`src/rtl/jtcontra_snd_cmd.sv`:
```
// jtcontra_snd_cmd -- main-CPU side of the sound command link.
//
// Command bytes written by the main CPU are queued in a small FIFO. They are
// handed to the sound side one at a time: snd_latch is loaded, snd_irq is
// pulsed for IRQ_HOLD cycles, and then the block waits for snd_ack before the
// next byte is sent.
//
// Optional build macro: JTCONTRA_SNDCMD_TIMEOUT_EN. When it is defined, the
// wait for snd_ack gives up after TIMEOUT cycles and the next command is sent.
//
// Ports:
//   clk, rst         24 MHz clock, synchronous active-high reset
//   cpu_cen          main CPU clock enable; qualifies writes
//   cmd_cs, cmd_wr   chip select and write strobe from the main CPU decoder
//   cmd_din[7:0]     command byte
//   snd_ack          one-cycle pulse: the sound CPU has taken the command
//   snd_latch[7:0]   command byte presented to the sound subsystem
//   snd_irq          interrupt to the sound side (acts on the rising edge)
//   busy             FIFO not empty or a command is in flight
//   full             FIFO full
//   overflow         sticky: a write was dropped because the FIFO was full
//   level[AW:0]      FIFO occupancy
module jtcontra_snd_cmd #(
   parameter int          AW       = 2,
   parameter int          IRQ_HOLD = 8,
   parameter logic [15:0] TIMEOUT  = 16'd24000
)(
   input  logic          clk,
   input  logic          rst,
   input  logic          cpu_cen,
   input  logic          cmd_cs,
   input  logic          cmd_wr,
   input  logic [7:0]    cmd_din,
   input  logic          snd_ack,
   output logic [7:0]    snd_latch,
   output logic          snd_irq,
   output logic          busy,
   output logic          full,
   output logic          overflow,
   output logic [AW:0]   level
);

   localparam int DEPTH = 1 << AW;

   typedef enum logic [1:0] {IDLE, LOAD, IRQ, WAIT_ACK} state_t;

   state_t          st;
   logic [7:0]      mem [DEPTH];
   logic [AW-1:0]   wr_ptr, rd_ptr;
   logic [7:0]      hold_cnt;
   logic            ack_seen;
   logic            push_req, push, pop;

   assign push_req = cmd_cs & cmd_wr & cpu_cen;
   // LOAD is entered only with level!=0, so the pop is always valid.
   assign pop      = st == LOAD;
   assign full     = level == (AW+1)'(DEPTH);
   // A pop in the same cycle frees a slot, so a write to a full FIFO is kept.
   assign push     = push_req & (~full | pop);
   assign busy     = (level != '0) || (st != IDLE);

   // FIFO storage carries no reset; only the pointers and level define content.
   always_ff @(posedge clk) begin
      if (push) mem[wr_ptr] <= cmd_din;
   end

   always_ff @(posedge clk) begin
      if (rst) begin
         wr_ptr   <= '0;
         rd_ptr   <= '0;
         level    <= '0;
         overflow <= 1'b0;
      end else begin
         if (push) wr_ptr <= wr_ptr + AW'(1);
         if (pop)  rd_ptr <= rd_ptr + AW'(1);
         if (push & ~pop)      level <= level + (AW+1)'(1);
         else if (pop & ~push) level <= level - (AW+1)'(1);
         if (push_req & ~push) overflow <= 1'b1;
      end
   end

`ifdef JTCONTRA_SNDCMD_TIMEOUT_EN
   logic [15:0] to_cnt;
`else
   logic [15:0] unused_timeout;
   assign unused_timeout = TIMEOUT;
`endif

   always_ff @(posedge clk) begin
      if (rst) begin
         st        <= IDLE;
         snd_latch <= 8'd0;
         snd_irq   <= 1'b0;
         hold_cnt  <= 8'd0;
         ack_seen  <= 1'b0;
`ifdef JTCONTRA_SNDCMD_TIMEOUT_EN
         to_cnt    <= 16'd0;
`endif
      end else begin
         case (st)
            IDLE: begin
               if (level != '0) st <= LOAD;
            end
            LOAD: begin
               snd_latch <= mem[rd_ptr];
               ack_seen  <= 1'b0;
               hold_cnt  <= 8'd0;
               snd_irq   <= 1'b1;
               st        <= IRQ;
            end
            IRQ: begin
               if (snd_ack) ack_seen <= 1'b1;
               if (hold_cnt == 8'(IRQ_HOLD-1)) begin
                  snd_irq <= 1'b0;
                  // an ack on the last hold cycle counts as early too
                  st      <= (ack_seen | snd_ack) ? IDLE : WAIT_ACK;
`ifdef JTCONTRA_SNDCMD_TIMEOUT_EN
                  to_cnt  <= 16'd0;
`endif
               end else begin
                  hold_cnt <= hold_cnt + 8'd1;
               end
            end
            WAIT_ACK: begin
               if (snd_ack) st <= IDLE;
`ifdef JTCONTRA_SNDCMD_TIMEOUT_EN
               else if (to_cnt == TIMEOUT - 16'd1) st <= IDLE;
               else to_cnt <= to_cnt + 16'd1;
`endif
            end
            default: st <= IDLE;
         endcase
      end
   end

endmodule

```
`config.mk`:
```
export PLATFORM = sky130hd
export DESIGN_NAME = jtcontra_snd_cmd
export DESIGN_NICKNAME = d
export VERILOG_FILES = /design/src/rtl/jtcontra_snd_cmd.sv
export SDC_FILE = /design/constraint.sdc
export NUM_CORES = 1
export LEC_CHECK = 0
export ABC_CLOCK_PERIOD_IN_PS = 2900
export BUFFER_PORTS_ARGS = -buffer_cell sky130_fd_sc_hd__buf_2
export CAP_MARGIN = 20
export CORE_ASPECT_RATIO = 1.5
export CORE_MARGIN = 3
export CORE_UTILIZATION = 47
export DETAILED_ROUTE_END_ITERATION = 16
export PLACE_DENSITY_LB_ADDON = 0.1
export SLEW_MARGIN = 25
export SYNTH_ARGS = -nofsm -noshare
export SYNTH_HDL_FRONTEND = slang
export SYNTH_SLANG_ARGS = --single-unit
```
`constraint.sdc`:
```
create_clock -name clk -period 2.9 [get_ports clk]
set_clock_uncertainty 0.15 [all_clocks]
set_input_delay 0.145 -clock clk [delete_from_list [all_inputs] [get_ports clk]]
set_output_delay 0.145 -clock clk [all_outputs]
set_load 0.01 [all_outputs]
```
# ---- Word-level counts from Yosys, hierarchy flattened
# Memories as Yosys holds them, arrays and structs flattened. A register that Yosys moved wholly into a read port is not among the register bits.
# Index checks and enable logic that the tools add are counted.
dict set report classes {
  addsub 5
  eq_ne 10
  n_mux 15
  n_bitwise 11
  reduce_logical 10
}
# op count
set ops {}
lappend ops {{$pmux W8 S2} 1}
lappend ops {{$ne A2 B2 Y1 const B} 5}
lappend ops {{$add A8 B1 Y8 const B} 1}
lappend ops {{$eq A8 B3 Y1 const B} 1}
lappend ops {{$mux W2} 4}
lappend ops {{$mux W8} 1}
lappend ops {{$pmux W2 S4} 1}
lappend ops {{$and A1 B1 Y1} 6}
lappend ops {{$mux W3} 2}
lappend ops {{$reduce_and A2 Y1} 3}
lappend ops {{$reduce_bool A2 Y1} 3}
lappend ops {{$add A2 B1 Y2 const B} 2}
lappend ops {{$eq A2 B2 Y1 const B} 2}
lappend ops {{$mux W1} 4}
lappend ops {{$pmux W1 S2} 2}
lappend ops {{$add A3 B1 Y3 const B} 1}
lappend ops {{$eq A3 B3 Y1 const B} 1}
lappend ops {{$not A1 Y1} 3}
lappend ops {{$reduce_and A3 Y1} 1}
lappend ops {{$reduce_bool A3 Y1} 1}
lappend ops {{$sub A3 B1 Y3 const B} 1}
lappend ops {{$eq A2 B1 Y1 const B} 1}
lappend ops {{$logic_not A2 Y1} 1}
lappend ops {{$or A1 B1 Y1} 2}
lappend ops {{$logic_or A1 B1 Y1} 1}
dict set report totals {
  regBits 20
  mem_bits_rw 32
  inputBits 14
  wordCells 60
  mem_count 1
}
# memory words width read_ports rd_ports_with_merged_regs write_ports line_no
set mem_list {}
lappend mem_list {mem 4 8 1 1 1 48} ;# logic [7:0] mem [DEPTH];

# ---- Depth between registers and ports, before layout
# Gate-level depths: netlist of the first run.
dict set report logic_depth {
  depth_word 8
  depth_mapped 9
  mapped_depth_nobuf 9
}

# ---- Worst setup path after synthesis of the first run
# Ideal clock, no wire load.
dict set report synth_path {
  path_type {register -> register}
  from {reg st[1]}
  to {reg level[2]}
  arrival_ns 2.085
  t_required_ns 2.680
  setup_slack_ns 0.594
  path_stages_with_launch 10
  path_buffers 1
  synth_period_minus_slack_ns 2.306
  path_cell_list {dfxtp_1 -> nor2b_1 -> inv_2 -> clkbuf_1 -> ha_1 -> inv_1 -> fa_1 -> xor2_1 -> or3_1 -> a21oi_1}
}
dict set report synth_between {
  elab_chain_cells 6
  elab_cells_between_ends 9
  cone_classes {eq/ne: 1; mux: 1; bitwise: 6; reduce/logical: 1}
}
# element line_no
set synth_rtl {}
lappend synth_rtl {{from (decl)} 47} ;# state_t st;
lappend synth_rtl {{from (signal assigned)} 116} ;# st <= (ack_seen | snd_ack) ? IDLE : WAIT_ACK;
lappend synth_rtl {{$eq A2 B1 Y1 (*)} 56} ;# assign pop = st == LOAD;
lappend synth_rtl {{$or A1 B1 Y1} 59} ;# assign push = push_req & (~full | pop);
lappend synth_rtl {{$and A1 B1 Y1} 59}
lappend synth_rtl {{$not A1 Y1} 77} ;# else if (pop & ~push) level <= level - (AW+1)'(1);
lappend synth_rtl {{$and A1 B1 Y1} 77}
lappend synth_rtl {{$reduce_bool A2 Y1 (no source line)} --}
lappend synth_rtl {{to (signal assigned)} 76} ;# if (push & ~pop) level <= level + (AW+1)'(1);
lappend synth_rtl {{to (signal assigned)} 77}
lappend synth_rtl {{to (decl)} 40} ;# output logic [AW:0] level
# Mark *: on every way between the ends. The rest lies on a longest branch, timed or not.
# A chain may end at the register's enable or synchronous reset.

# ---- Worst setup path in the final report of the first run
dict set report layout_path {
  from {reg st[0]}
  to {reg level[2]}
}
dict set report layout_between {
  elab_chain_cells 6
  elab_cells_between_ends 9
  cone_classes {eq/ne: 1; mux: 1; bitwise: 6; reduce/logical: 1}
}
# element line_no
set layout_rtl {}
lappend layout_rtl {{$eq A2 B1 Y1 (*)} 56}
lappend layout_rtl {{$or A1 B1 Y1 (*)} 59}
lappend layout_rtl {{$and A1 B1 Y1 (*)} 59}
lappend layout_rtl {{net push} 52} ;# logic push_req, push, pop;
lappend layout_rtl {{$not A1 Y1} 77}
lappend layout_rtl {{$and A1 B1 Y1} 77}
lappend layout_rtl {{$reduce_bool A2 Y1 (no source line)} --}
# Mark *: on every way through the listed nets, which the timed path passes. The rest lies on a longest branch.

==> results of run 1 <==
power by group through the flow:
| stage | registers, W | logic, W | clock network (W) |
|---|---|---|---|
| finish | 0.00107 | 0.000543 | 0.000742 |
| global route | 0.00108 | 0.000609 | 0.000812 |
| CTS | 0.00107 | 0.000552 | 0.000764 |
| detailed placement | 0.00109 | 0.000541 | 0 |
| global placement | 0.00109 | 0.000537 | 0 |
| floorplan | 0.00107 | 0.000383 | 0 |
registers in the layout, summed over array words and instances, names as in the netlist:
| register | cells |
|---|---|
| snd_latch | 8 |
| snd_irq | 1 |
| level | 3 |
| st | 2 |
| overflow | 1 |
| hold_cnt | 8 |
| rd_ptr | 2 |
| ack_seen | 1 |
| mem | 32 |
| wr_ptr | 2 |
area by class of cell:
class / count / area, µm²
clock inverter: 7 / 76.3
timing repair buffer: 41 / 260
multi-input combinational: 132 / 943
fill: 451 / 2170
tap: 68 / 85.1
clock buffer: 9 / 124
inverter: 6 / 22.5
sequential: 60 / 1520
worst paths after layout:
kind | from | end | slack (ns)
min | cmd_wr | overflow | 0.04
max reg2reg | st[0] | level[2] | 0.58
max | st[0] | level[2] | 0.58
min reg2reg | snd_latch[7] | snd_latch[7] | 0.31
layout by cell type (no fill, tap or decap), types with 2 or more instances in the layout:
cell / netlist / layout
ha_1: 6 / 6
nor2_1: 16 / 16
mux4_2: 8 / 8
buf_2: 2 / 28
dfxtp_1: 28 / 28
and3_2: 2 / 2
xnor2_1: 2 / 2
a31oi_1: 4 / 4
nand4_1: 2 / 2
clkinv_4: 0 / 2
or3_1: 3 / 3
a21oi_1: 17 / 17
and3_1: 3 / 3
mux2i_1: 4 / 4
xor2_1: 3 / 3
nand2_1: 28 / 28
nand3_1: 5 / 5
and2_1: 6 / 6
edfxtp_1: 32 / 32
a21o_1: 2 / 2
inv_1: 5 / 5
clkinvlp_4: 0 / 2
buf_4: 0 / 4
dlygate4sd3_1: 0 / 9
o21ai_0: 6 / 6
clkbuf_8: 1 / 9
cell usage after synthesis (2+ instances only):
master    number
edfxtp_1      32
dfxtp_1       28
nand2_1       28
a21oi_1       17
nor2_1        16
mux4_2         8
and2_1         6
ha_1           6
o21ai_0        6
clkbuf_1       5
inv_1          5
nand3_1        5
a31oi_1        4
mux2i_1        4
and3_1         3
or3_1          3
xor2_1         3
a21o_1         2
and3_2         2
buf_2          2
nand4_1        2
xnor2_1        2
layer usage:
layer / track usage / part of all wire / up-vias
met5: 0 / 0 / -
met4: 0.102 / 0.024 / 0
met3: 0.0421 / 0.029 / 10
met2: 0.306 / 0.54 / 25
met1: 0.175 / 0.41 / 781
li1: - / - / 835
stage by stage:
stage | utilization | power (W) | worst slack [ns] | instances | cell area (µm²)
after CTS | 0.583 | 0.00239 | 0.570 | 323 | 3030
after global placement | 0.527 | 0.00163 | 0.645 | 298 | 2740
after detailed placement | 0.527 | 0.00163 | 0.588 | 298 | 2740
after floorplan | - | 0.00145 | 0.594 | 207 | 2540
final | 0.583 | 0.00235 | 0.581 | 323 | 3030
after global routing | 0.583 | 0.00250 | 0.408 | 323 | 3030
critical path: cells and delay by family (launching register included):
| kind | cells | cell delay, ns |
|---|---|---|
| fa+ha+maj | 2 | 0.60 |
| simple gates | 2 | 0.50 |
| compound gates | 2 | 0.40 |
| flops | 1 | 0.33 |
| xor+xnor | 1 | 0.16 |
| buf+inv | 2 | 0.13 |
kinds of logic (layout without fill, tap and decap cells):
group | count (synthesis) | after routing | share of synthesized area
adders and majority gates | 7 | 7 | 0.0374
xor gates and xnor gates | 5 | 5 | 0.0172
DFF | 60 | 60 | 0.599
AOI/OAI and AO/OA | 33 | 33 | 0.0783
buffers and inverters | 15 | 63 | 0.0300
muxes | 14 | 14 | 0.0955
and+or+nand+nor | 73 | 73 | 0.143
repair_timing:
item,4_1_cts,5_1_grt
hold buffers,9,0
endpoints found under the hold margin,33,0
endpoints found under the setup margin,0,0
==> metrics.yaml, run 1 <==
layout:
  drive_gt1_frac: 0.251
  antenna_cells: 0
  final_nets: 271
  syn_to_final_growth_pct: 19.4
floorplanning:
  floorplan.core_area_um2: 5200
  rows: 32
  dieArea_um2: 6340
  die_w_um: 66.0
  initial_util: 0.488
  pin_count: 29
  die_height_um: 96.1
pwr:
  share_clk_of_total_power: 0.315
  vdd_ir_drop_max_mv: 0.386
  seqPwrFrac: 0.454
  p_leak_nw: 1.11
  switching_share: 0.307
  p_per_area_nw_per_um2: 776
  power_report.internal_total_w: 0.00163
  p_comb_frac: 0.231
  power.net_switching_w: 0.000723
synthesis:
  dominant_cell_type_by_area_after_synthesis: "edfxtp_1"
  number_of_enable_type_register_cells_in_the_synthesized_netlist: 32
  postSynthNetCount: 228
  post_syn_area_per_cell_um2: 12.3
  synthCells: 207
  yosys_warn_count: 0
  synth_area_um2: 2540
  number_of_unique_standard_cell_types_used_by_synthesis: 40
  synth_top_flop_cell: "edfxtp_1"
  synth.top_cell.area_share: 0.378
  seq_area_frac_synth: 0.599
  cell_types_with_the_largest_area_share_after_synthesis: "edfxtp_1 (38%), dfxtp_1 (22%), mux4_2 (7.1%)"
  ys_async_sr_fraction: 0
  synth-seq-cells: 60
grt:
  wire_length_of_the_first_global_routing_pass_mm: 7.67
  via_count_of_the_first_global_routing_pass: 1603
  tot_gr_track_use: 0.170
  antenna_found_initial: 0
  maximum_number_of_pins_on_one_net_before_global_route_repair: 30
  gr-total-overflow: 0
hold_path:
  hold_path_depth: 4
  min-delay-path-class: "in -> reg"
detailed_routing:
  num_vias: 1651
  wire_length_after_detailed_routing_mm: 4.69
  post_drt_via_cell_ratio: 5.11
  route.antenna.remaining_nets: 0
  drt_pass1_iterations: 4
  route.detailed.drc: 0
  detailedRoute.firstIterationViolations: 74
  route.detailed.wl_per_inst_um: 14.5
timing:
  rsz0062_at_grt: "no"
  finalSetupViolations: 0
  max-slew-margin-rel: 0.577
  highest_clock_frequency_the_design_can_meet_ghz: 0.431
  maxSlewViolCount: 0
  final.setup.tns_ns: 0
  fin_worst_hold_slack_ns: 0.0447
  layout_worst_path_cycle_share: 0.800
  hold_viol: 0
  tightest_slew_ns: 0.634
  layout_min_cycle_time_ns: 2.32
setup_path:
  critical_path_class: "reg -> reg"
  reg2reg_depth: 9
  critical_path_peak_fanout: 7
  slowest_stage: "fa_1"
  type_of_element_capturing_the_critical_path: "flip-flop"
  slowest_delay_ns: 0.37
  worstPathArrival_ns: 2.44
  cp-start-kind: "flip-flop"
  cp_cell_sequence: "nor2b_1 > inv_2 > a31oi_4 > ha_1 > inv_1 > fa_1 > xor2_1 > or3_1 > a21oi_1"
  cp_data_required_time_ns: 3.02
clock_network:
  htree_num_levels: 3
  cts.path.max_buffers: 2
  cts_post_setup_buffers_inserted: 0
  clock_insertion_delay_worst_skew_ns: 0.34
  tritoncts.num_buffers: 9
  cts_root_buffer: "clkbuf_8"
  postCtsResizedCells: 0
  cts_tree: "built"
  clk_transition_reported_paths_ns: 0.07
  clock-sinks: 60
placement:
  io_buffer_count: 28
  detailed_place_hpwl_mm: 3.25
  globalplace.congestion: 0.753
status:
  outcome: "finished, final reports clean"
job:
  max_cap_violations: 0
(Power assumes the default switching activity.)
==> run 2: changes to the inputs <==
Settings changed: ABC_CLOCK_PERIOD_IN_PS 2900 to 1870.
Clock period 2.9 ns to 1.87 ns, I/O delays scaled along.
==> run 2 against run 1 <==
  * The flow now finishes with violations (negative setup slack)
  * Cell area increased by 4.7%
  * Critical path depth unchanged
  * Register-to-register slack worse by 0.75 ns
  * First-iteration DRC count is 4.1% lower
  * Critical endpoint unchanged
  * Largest power group unchanged
==> metrics.yaml, run 2 (synthesis gave the netlist of run 1 again) <==
job:
  max_cap_violations: 0  # unchanged
clock_network:
  htree_num_levels: 3  # unchanged
  clock_insertion_delay_worst_skew_ns: 0.33  # was 0.34 ns
  clock-sinks: 60  # unchanged
  cts.path.max_buffers: 2  # unchanged
  clk_transition_reported_paths_ns: 0.07  # about the same
  cts_tree: "built"  # unchanged
  tritoncts.num_buffers: 9  # unchanged
  cts_root_buffer: "clkbuf_8"  # unchanged
floorplanning:
  pin_count: 29  # unchanged
  floorplan.core_area_um2: 5200  # unchanged
  dieArea_um2: 6340  # unchanged
  rows: 32  # unchanged
  die_height_um: 96.1  # unchanged
  die_w_um: 66.0  # unchanged
  initial_util: 0.488  # unchanged
placement:
  detailed_place_hpwl_mm: 3.58  # was 3.25 mm
  io_buffer_count: 28  # unchanged
  globalplace.congestion: 0.746  # was 0.753
timing:
  layout_worst_path_cycle_share: 1.09  # was 0.800
  setup_slack_ns: -0.172  # was 0.581 ns
  final.setup.tns_ns: -0.172  # was 0 ns
  finalSetupViolations: 1  # was 0
  tightest_slew_ns: 0.533  # was 0.634 ns
  rsz0062_at_grt: "yes"  # was no
  hold_viol: 0  # unchanged
  max-slew-margin-rel: 0.645  # was 0.577
  maxSlewViolCount: 0  # unchanged
  highest_clock_frequency_the_design_can_meet_ghz: 0.490  # was 0.431 GHz
  layout_min_cycle_time_ns: 2.04  # was 2.32 ns
layout:
  largest_reg_flops: 32  # unchanged
  antenna_cells: 0  # unchanged
  registers.top_by_ff_count: "mem"  # unchanged
  reg_top3: "mem: 32 flops, hold_cnt: 8 flops, snd_latch: 8 flops"  # unchanged
  drive_gt1_frac: 0.319  # was 0.251
  layout_commonest_cell: "edfxtp_1"  # unchanged
  most-common-layout-cells: "edfxtp_1 (32), nand2_1 (28), buf_2 (28), dfxtp_1 (25), buf_4 (18)"  # was edfxtp_1 (32), nand2_1 (28), dfxtp_1 (28), buf_2 (28), a21oi_1 (17)
  final_nets: 286  # was 271
  syn_to_final_growth_pct: 25.0  # was 19.4%
setup_path:
  path_buf_inv: 2  # unchanged
  cp-start-kind: "flip-flop"  # unchanged
  type_of_element_capturing_the_critical_path: "flip-flop"  # unchanged
  crit_path_frequent_cell: "inv_2"
  path_delay_family: "adder cells"  # unchanged
  cp_cell_sequence: "nor2b_4 > inv_2 > a31oi_4 > ha_4 > inv_2 > fa_2 > xor2_1 > or3_1 > a21oi_2"  # was nor2b_1 > inv_2 > a31oi_4 > ha_1 > inv_1 > fa_1 > xor2_1 > or3_1 > a21oi_1
  critical_path_peak_fanout: 2  # was 7
  slowest_delay_ns: 0.33  # was 0.37 ns
  critical_path_class: "reg -> reg"  # unchanged
  slowest_stage: "dfxtp_2"  # was fa_1
  cp_data_required_time_ns: 1.99  # was 3.02 ns
  worstPathArrival_ns: 2.16  # was 2.44 ns
detailed_routing:
  drt_pass1_iterations: 4  # unchanged
  wire_length_after_detailed_routing_mm: 5.10  # was 4.69 mm
  route.detailed.wl_per_inst_um: 15.1  # was 14.5 µm
  route.detailed.drc: 0  # unchanged
  route.antenna.remaining_nets: 0  # unchanged
  post_drt_via_cell_ratio: 5.14  # was 5.11
  detailedRoute.firstIterationViolations: 71  # was 74
  num_vias: 1736  # was 1651
hold_path:
  min-delay-path-class: "in -> reg"  # unchanged
grt:
  wire_length_of_the_first_global_routing_pass_mm: 8.42  # was 7.67 mm
  maximum_number_of_pins_on_one_net_before_global_route_repair: 30  # unchanged
  tot_gr_track_use: 0.186  # was 0.170
  gr-total-overflow: 0  # unchanged
  via_count_of_the_first_global_routing_pass: 1851  # was 1603
  antenna_found_initial: 0  # unchanged
status:
  violations: "negative setup slack"
  outcome: "finished with violations"  # was finished, final reports clean
pwr:
  power_report.internal_total_w: 0.00265  # was 0.00163 W
  switching_share: 0.303  # was 0.307
  seqPwrFrac: 0.422  # was 0.454
  p_comb_frac: 0.287  # was 0.231
  share_clk_of_total_power: 0.292  # was 0.315
  power.net_switching_w: 0.00115  # was 0.000723 W
  p_leak_nw: 1.18  # was 1.11 nW
  p_per_area_nw_per_um2: 1200  # was 776 nW/µm²
  report.power.total_w: 0.00380  # was 0.00235 W
  vdd_ir_drop_max_mv: 0.714  # was 0.386 mV
[run 2: final cells by class]
cell class | instances | area [µm²]
clock inverters | 6 | 66.3
inverters | 6 | 22.5
well taps | 68 | 85.1
clock buffers | 10 | 128
flip-flops and latches | 60 | 1530
fillers | 434 | 2030
repair buffers | 56 | 375
multi-input cells | 132 | 972
[run 2: power by group through the flow]
stage / Combinational [W] / Clock [W] / Sequential, W
finish: 0.00109 / 0.00111 / 0.00160
global route: 0.00122 / 0.00119 / 0.00162
CTS: 0.00110 / 0.00115 / 0.00160
detailed placement: 0.00106 / 0 / 0.00163
global placement: 0.00102 / 0 / 0.00162
floorplan: 0.000620 / 0 / 0.00167
[run 2: stage by stage]
step	hold slack, ns	cell area, µm²	utilization	worst slack, ns	std cells
2_1_floorplan	0.0424	2570	-	-0.235	207
3_3_place_gp	0.153	2860	0.550	-0.109	310
3_5_place_dp	0.162	2860	0.550	-0.193	310
4_1_cts	0.00222	3160	0.608	-0.161	337
5_1_grt	0.0771	3180	0.610	-0.275	338
6_report	0.0149	3180	0.610	-0.172	338
[run 2: path summary, 6_finish.rpt]
path	start	end	slack, ns	cells after the start
max	st[0]	level[2]	-0.17	9
min	cmd_cs	overflow	0.01	4
max reg2reg	st[0]	level[2]	-0.17	9
min reg2reg	snd_latch[5]	snd_latch[5]	0.30	2
[run 2: worst min-delay path, delay by kind of cell]
kind,cells,cell delay [ns]
simple gates,2,0.21
buf+inv,1,0.08
compound gates,1,0.08
[run 2: what timing repair did]
| action | CTS | global route |
|---|---|---|
| resized for setup | 0 | 2 |
| endpoints found under the hold margin | 35 | 0 |
| pin swaps | 1 | 0 |
| hold buffers | 10 | 0 |
| endpoints found under the setup margin | 1 | 2 |
| cloned | 0 | 0 |
| setup buffers | 1 | 1 |
[run 2: per-layer routing]
metal / part of all wire / vias up / GRT usage
met5: 0 / - / 0
met4: 0.024 / 0 / 0.110
met3: 0.030 / 12 / 0.0362
met2: 0.58 / 25 / 0.362
met1: 0.36 / 831 / 0.172
li1: - / 868 / -
==> run 3: changes to the inputs <==
Settings changed: ABC_CLOCK_PERIOD_IN_PS 1870 to 1700.
Clock period 1.87 ns to 1.7 ns, I/O delays scaled along.
==> run 3 against run 2 <==
  * The flow still finishes with violations (negative setup slack)
  * Worst hold slack improved by 0.063 ns
  * Highest routed layer unchanged
  * Critical endpoint unchanged
  * Count of clock-buffer cells in the layout rose by 1
  * Maximum frequency rose by 1.7%
==> metrics.yaml, run 3 (synthesis gave the netlist of run 1 again) <==
detailed_routing:
  highest-signal-layer: "met4"  # unchanged
  route.antenna.remaining_nets: 0  # unchanged
  route.detailed.wl_per_inst_um: 14.5  # was 15.1 µm
  route.detailed.drc: 0  # unchanged
  num_vias: 1780  # was 1736
  wire_length_after_detailed_routing_mm: 5.00  # was 5.10 mm
  detailedRoute.firstIterationViolations: 90  # was 71
  detailroute.wirelength.met3_um: 131  # was 154 µm
  drt_pass1_iterations: 4  # unchanged
  routed-wl-met2_mm: 2.82  # was 2.98 mm
  post_drt_via_cell_ratio: 5.17  # was 5.14
  met1Wirelength_mm: 1.98  # was 1.84 mm
floorplanning:
  die_height_um: 96.1  # unchanged
  initial_util: 0.488  # unchanged
  floorplan.core_area_um2: 5200  # unchanged
  dieArea_um2: 6340  # unchanged
  rows: 32  # unchanged
  pin_count: 29  # unchanged
  die_w_um: 66.0  # unchanged
setup_path:
  reg2reg_depth: 9  # unchanged
  path_buf_inv: 2  # unchanged
  slowest_delay_ns: 0.33  # about the same
  cp-start-kind: "flip-flop"  # unchanged
  path_delay_family: "adder cells"  # unchanged
  setup.reg_to_reg.worst_slack_ns: -0.31  # was -0.17 ns
  crit_path_frequent_cell: "inv_2"  # unchanged
  type_of_element_capturing_the_critical_path: "flip-flop"  # unchanged
  cp_cell_sequence: "nor2b_4 > inv_2 > a31oi_4 > ha_4 > inv_2 > fa_2 > xor2_1 > or3_1 > a21oi_2"  # unchanged
  critical_path_peak_fanout: 2  # unchanged
  slowest_stage: "dfxtp_2"  # unchanged
  cp_data_required_time_ns: 1.81  # was 1.99 ns
  critical_path_class: "reg -> reg"  # unchanged
  worst_r2r_startpoint: "st[0]"  # unchanged
  crit-reg2reg-capture: "level[2]"  # unchanged
  worstPathArrival_ns: 2.12  # was 2.16 ns
layout:
  drive_gt1_frac: 0.351  # was 0.319
  registers.top_by_ff_count: "mem"  # unchanged
  final_nets: 292  # was 286
  fin_area_um2: 3320  # was 3180 µm²
  largest_reg_flops: 32  # unchanged
  reg_top3: "mem: 32 flops, hold_cnt: 8 flops, snd_latch: 8 flops"  # unchanged
  antenna_cells: 0  # unchanged
  layout_commonest_cell: "edfxtp_1"  # unchanged
  most-common-layout-cells: "edfxtp_1 (32), nand2_1 (28), buf_2 (28), dfxtp_1 (22), buf_4 (18)"  # was edfxtp_1 (32), nand2_1 (28), buf_2 (28), dfxtp_1 (25), buf_4 (18)
  finalCoreUtilization: 0.637  # was 0.610
  syn_to_final_growth_pct: 30.5  # was 25.0%
status:
  violations: "negative setup slack"  # unchanged
  outcome: "finished with violations"  # unchanged
grt:
  wire_length_of_the_first_global_routing_pass_mm: 8.26  # was 8.42 mm
  antenna_found_initial: 0  # unchanged
  via_count_of_the_first_global_routing_pass: 1832  # was 1851
  tot_gr_track_use: 0.177  # was 0.186
  gr-total-overflow: 0  # unchanged
  maximum_number_of_pins_on_one_net_before_global_route_repair: 30  # unchanged
placement:
  detailed_place_hpwl_mm: 3.54  # was 3.58 mm
  globalplace.congestion: 0.746  # about the same
  io_buffer_count: 28  # unchanged
  placement.cell_area_um2: 2960  # was 2860 µm²
timing:
  layout_min_cycle_time_ns: 2.01  # was 2.04 ns
  finalSetupViolations: 2  # was 1
  maxSlewViolCount: 0  # unchanged
  tightest_slew_ns: 0.546  # was 0.533 ns
  hold_viol: 0  # unchanged
  rsz0062_at_grt: "yes"  # unchanged
  highest_clock_frequency_the_design_can_meet_ghz: 0.498  # was 0.490 GHz
  setup_slack_ns: -0.308  # was -0.172 ns
  layout_worst_path_cycle_share: 1.18  # was 1.09
  max-slew-margin-rel: 0.636  # was 0.645
job:
  max_cap_violations: 0  # unchanged
clock_network:
  htree_num_levels: 3  # unchanged
  clk_transition_reported_paths_ns: 0.07  # about the same
  cts_root_buffer: "clkbuf_8"  # unchanged
  cts.path.max_buffers: 2  # unchanged
  clock-sinks: 60  # unchanged
  clock_insertion_delay_worst_skew_ns: 0.33  # about the same
  cts_tree: "built"  # unchanged
  tritoncts.num_buffers: 9  # unchanged
hold_path:
  min-delay-start: "rst"  # was cmd_cs
  min_delay_worst_endpoint: "level[0]"  # was overflow
  min-delay-path-class: "in -> reg"  # unchanged
  hold_path_depth: 2  # was 4
pwr:
  p_per_area_nw_per_um2: 1310  # was 1200 nW/µm²
  vdd_ir_drop_max_mv: 0.714  # about the same
  p_leak_nw: 1.25  # was 1.18 nW
## run 3: cell count changes in the layout (fill, tap and decap cells not counted), sizes merged
| cell | before | now |
|---|---|---|
| bufinv | 1 | 2 |
| dlygate4sd3 | 10 | 11 |
| clkinvlp | 3 | 1 |
| clkbuf | 10 | 11 |
| buf | 46 | 51 |
## run 3: layout make-up
class | instances | area [µm²]
fill | 408 | 1890
timing repair buffer | 62 | 485
clock inverter | 5 | 76.3
sequential | 60 | 1530
tap | 68 | 85.1
multi-input combinational | 132 | 985
inverter | 6 | 22.5
clock buffer | 11 | 131
## run 3: through the flow
stage	setup TNS (ns)	power, W	hold WS [ns]	worst slack [ns]	cells
2_1_floorplan	-0.571	0.00252	0.0339	-0.405	207
3_3_place_gp	-0.336	0.00293	0.146	-0.282	315
3_5_place_dp	-0.446	0.00299	0.154	-0.340	315
4_1_cts	-0.369	0.00437	0.0620	-0.309	343
5_1_grt	-0.552	0.00457	0.0956	-0.388	344
6_report	-0.356	0.00433	0.0776	-0.308	344
## run 3: worst register-to-register path, cell delays in order, from the launching register on
cell and delay (ns):
dfxtp_2 0.33, nor2b_4 0.14, inv_2 0.06, a31oi_4 0.16, ha_4 0.16, inv_2 0.03
fa_2 0.32, xor2_1 0.15, or3_1 0.32, a21oi_2 0.12
## run 3: timing repair
action	in CTS	in global routing
pin swaps	1	1
hold endpoints to repair	35	0
setup buffers	1	2
hold buffers	11	0
gates resized for setup	5	5
endpoints found under the setup margin	2	37
## run 3: worst max-delay path by stage
stage / start / end / slack, ns / depth (start not counted)
finish: st[0] / level[2] / -0.31 / 9
global route: st[0] / level[2] / -0.39 / 9
CTS: st[0] / level[2] / -0.31 / 9
detailed placement: st[1] / level[2] / -0.34 / 9
global placement: st[0] / level[2] / -0.28 / 9
floorplan: st[1] / level[2] / -0.41 / 9
## run 3: where the power goes
part	switching (W)	internal, W
Sequential	0.0000958	0.00167
Combinational	0.000618	0.000607
Clock	0.000519	0.000819
## run 3: per-layer routing
layer / vias to the layer above / track usage
li1: 874 / -
met4: 0 / 0.0780
met2: 32 / 0.323
met5: - / 0
met3: 6 / 0.0432
met1: 868 / 0.190
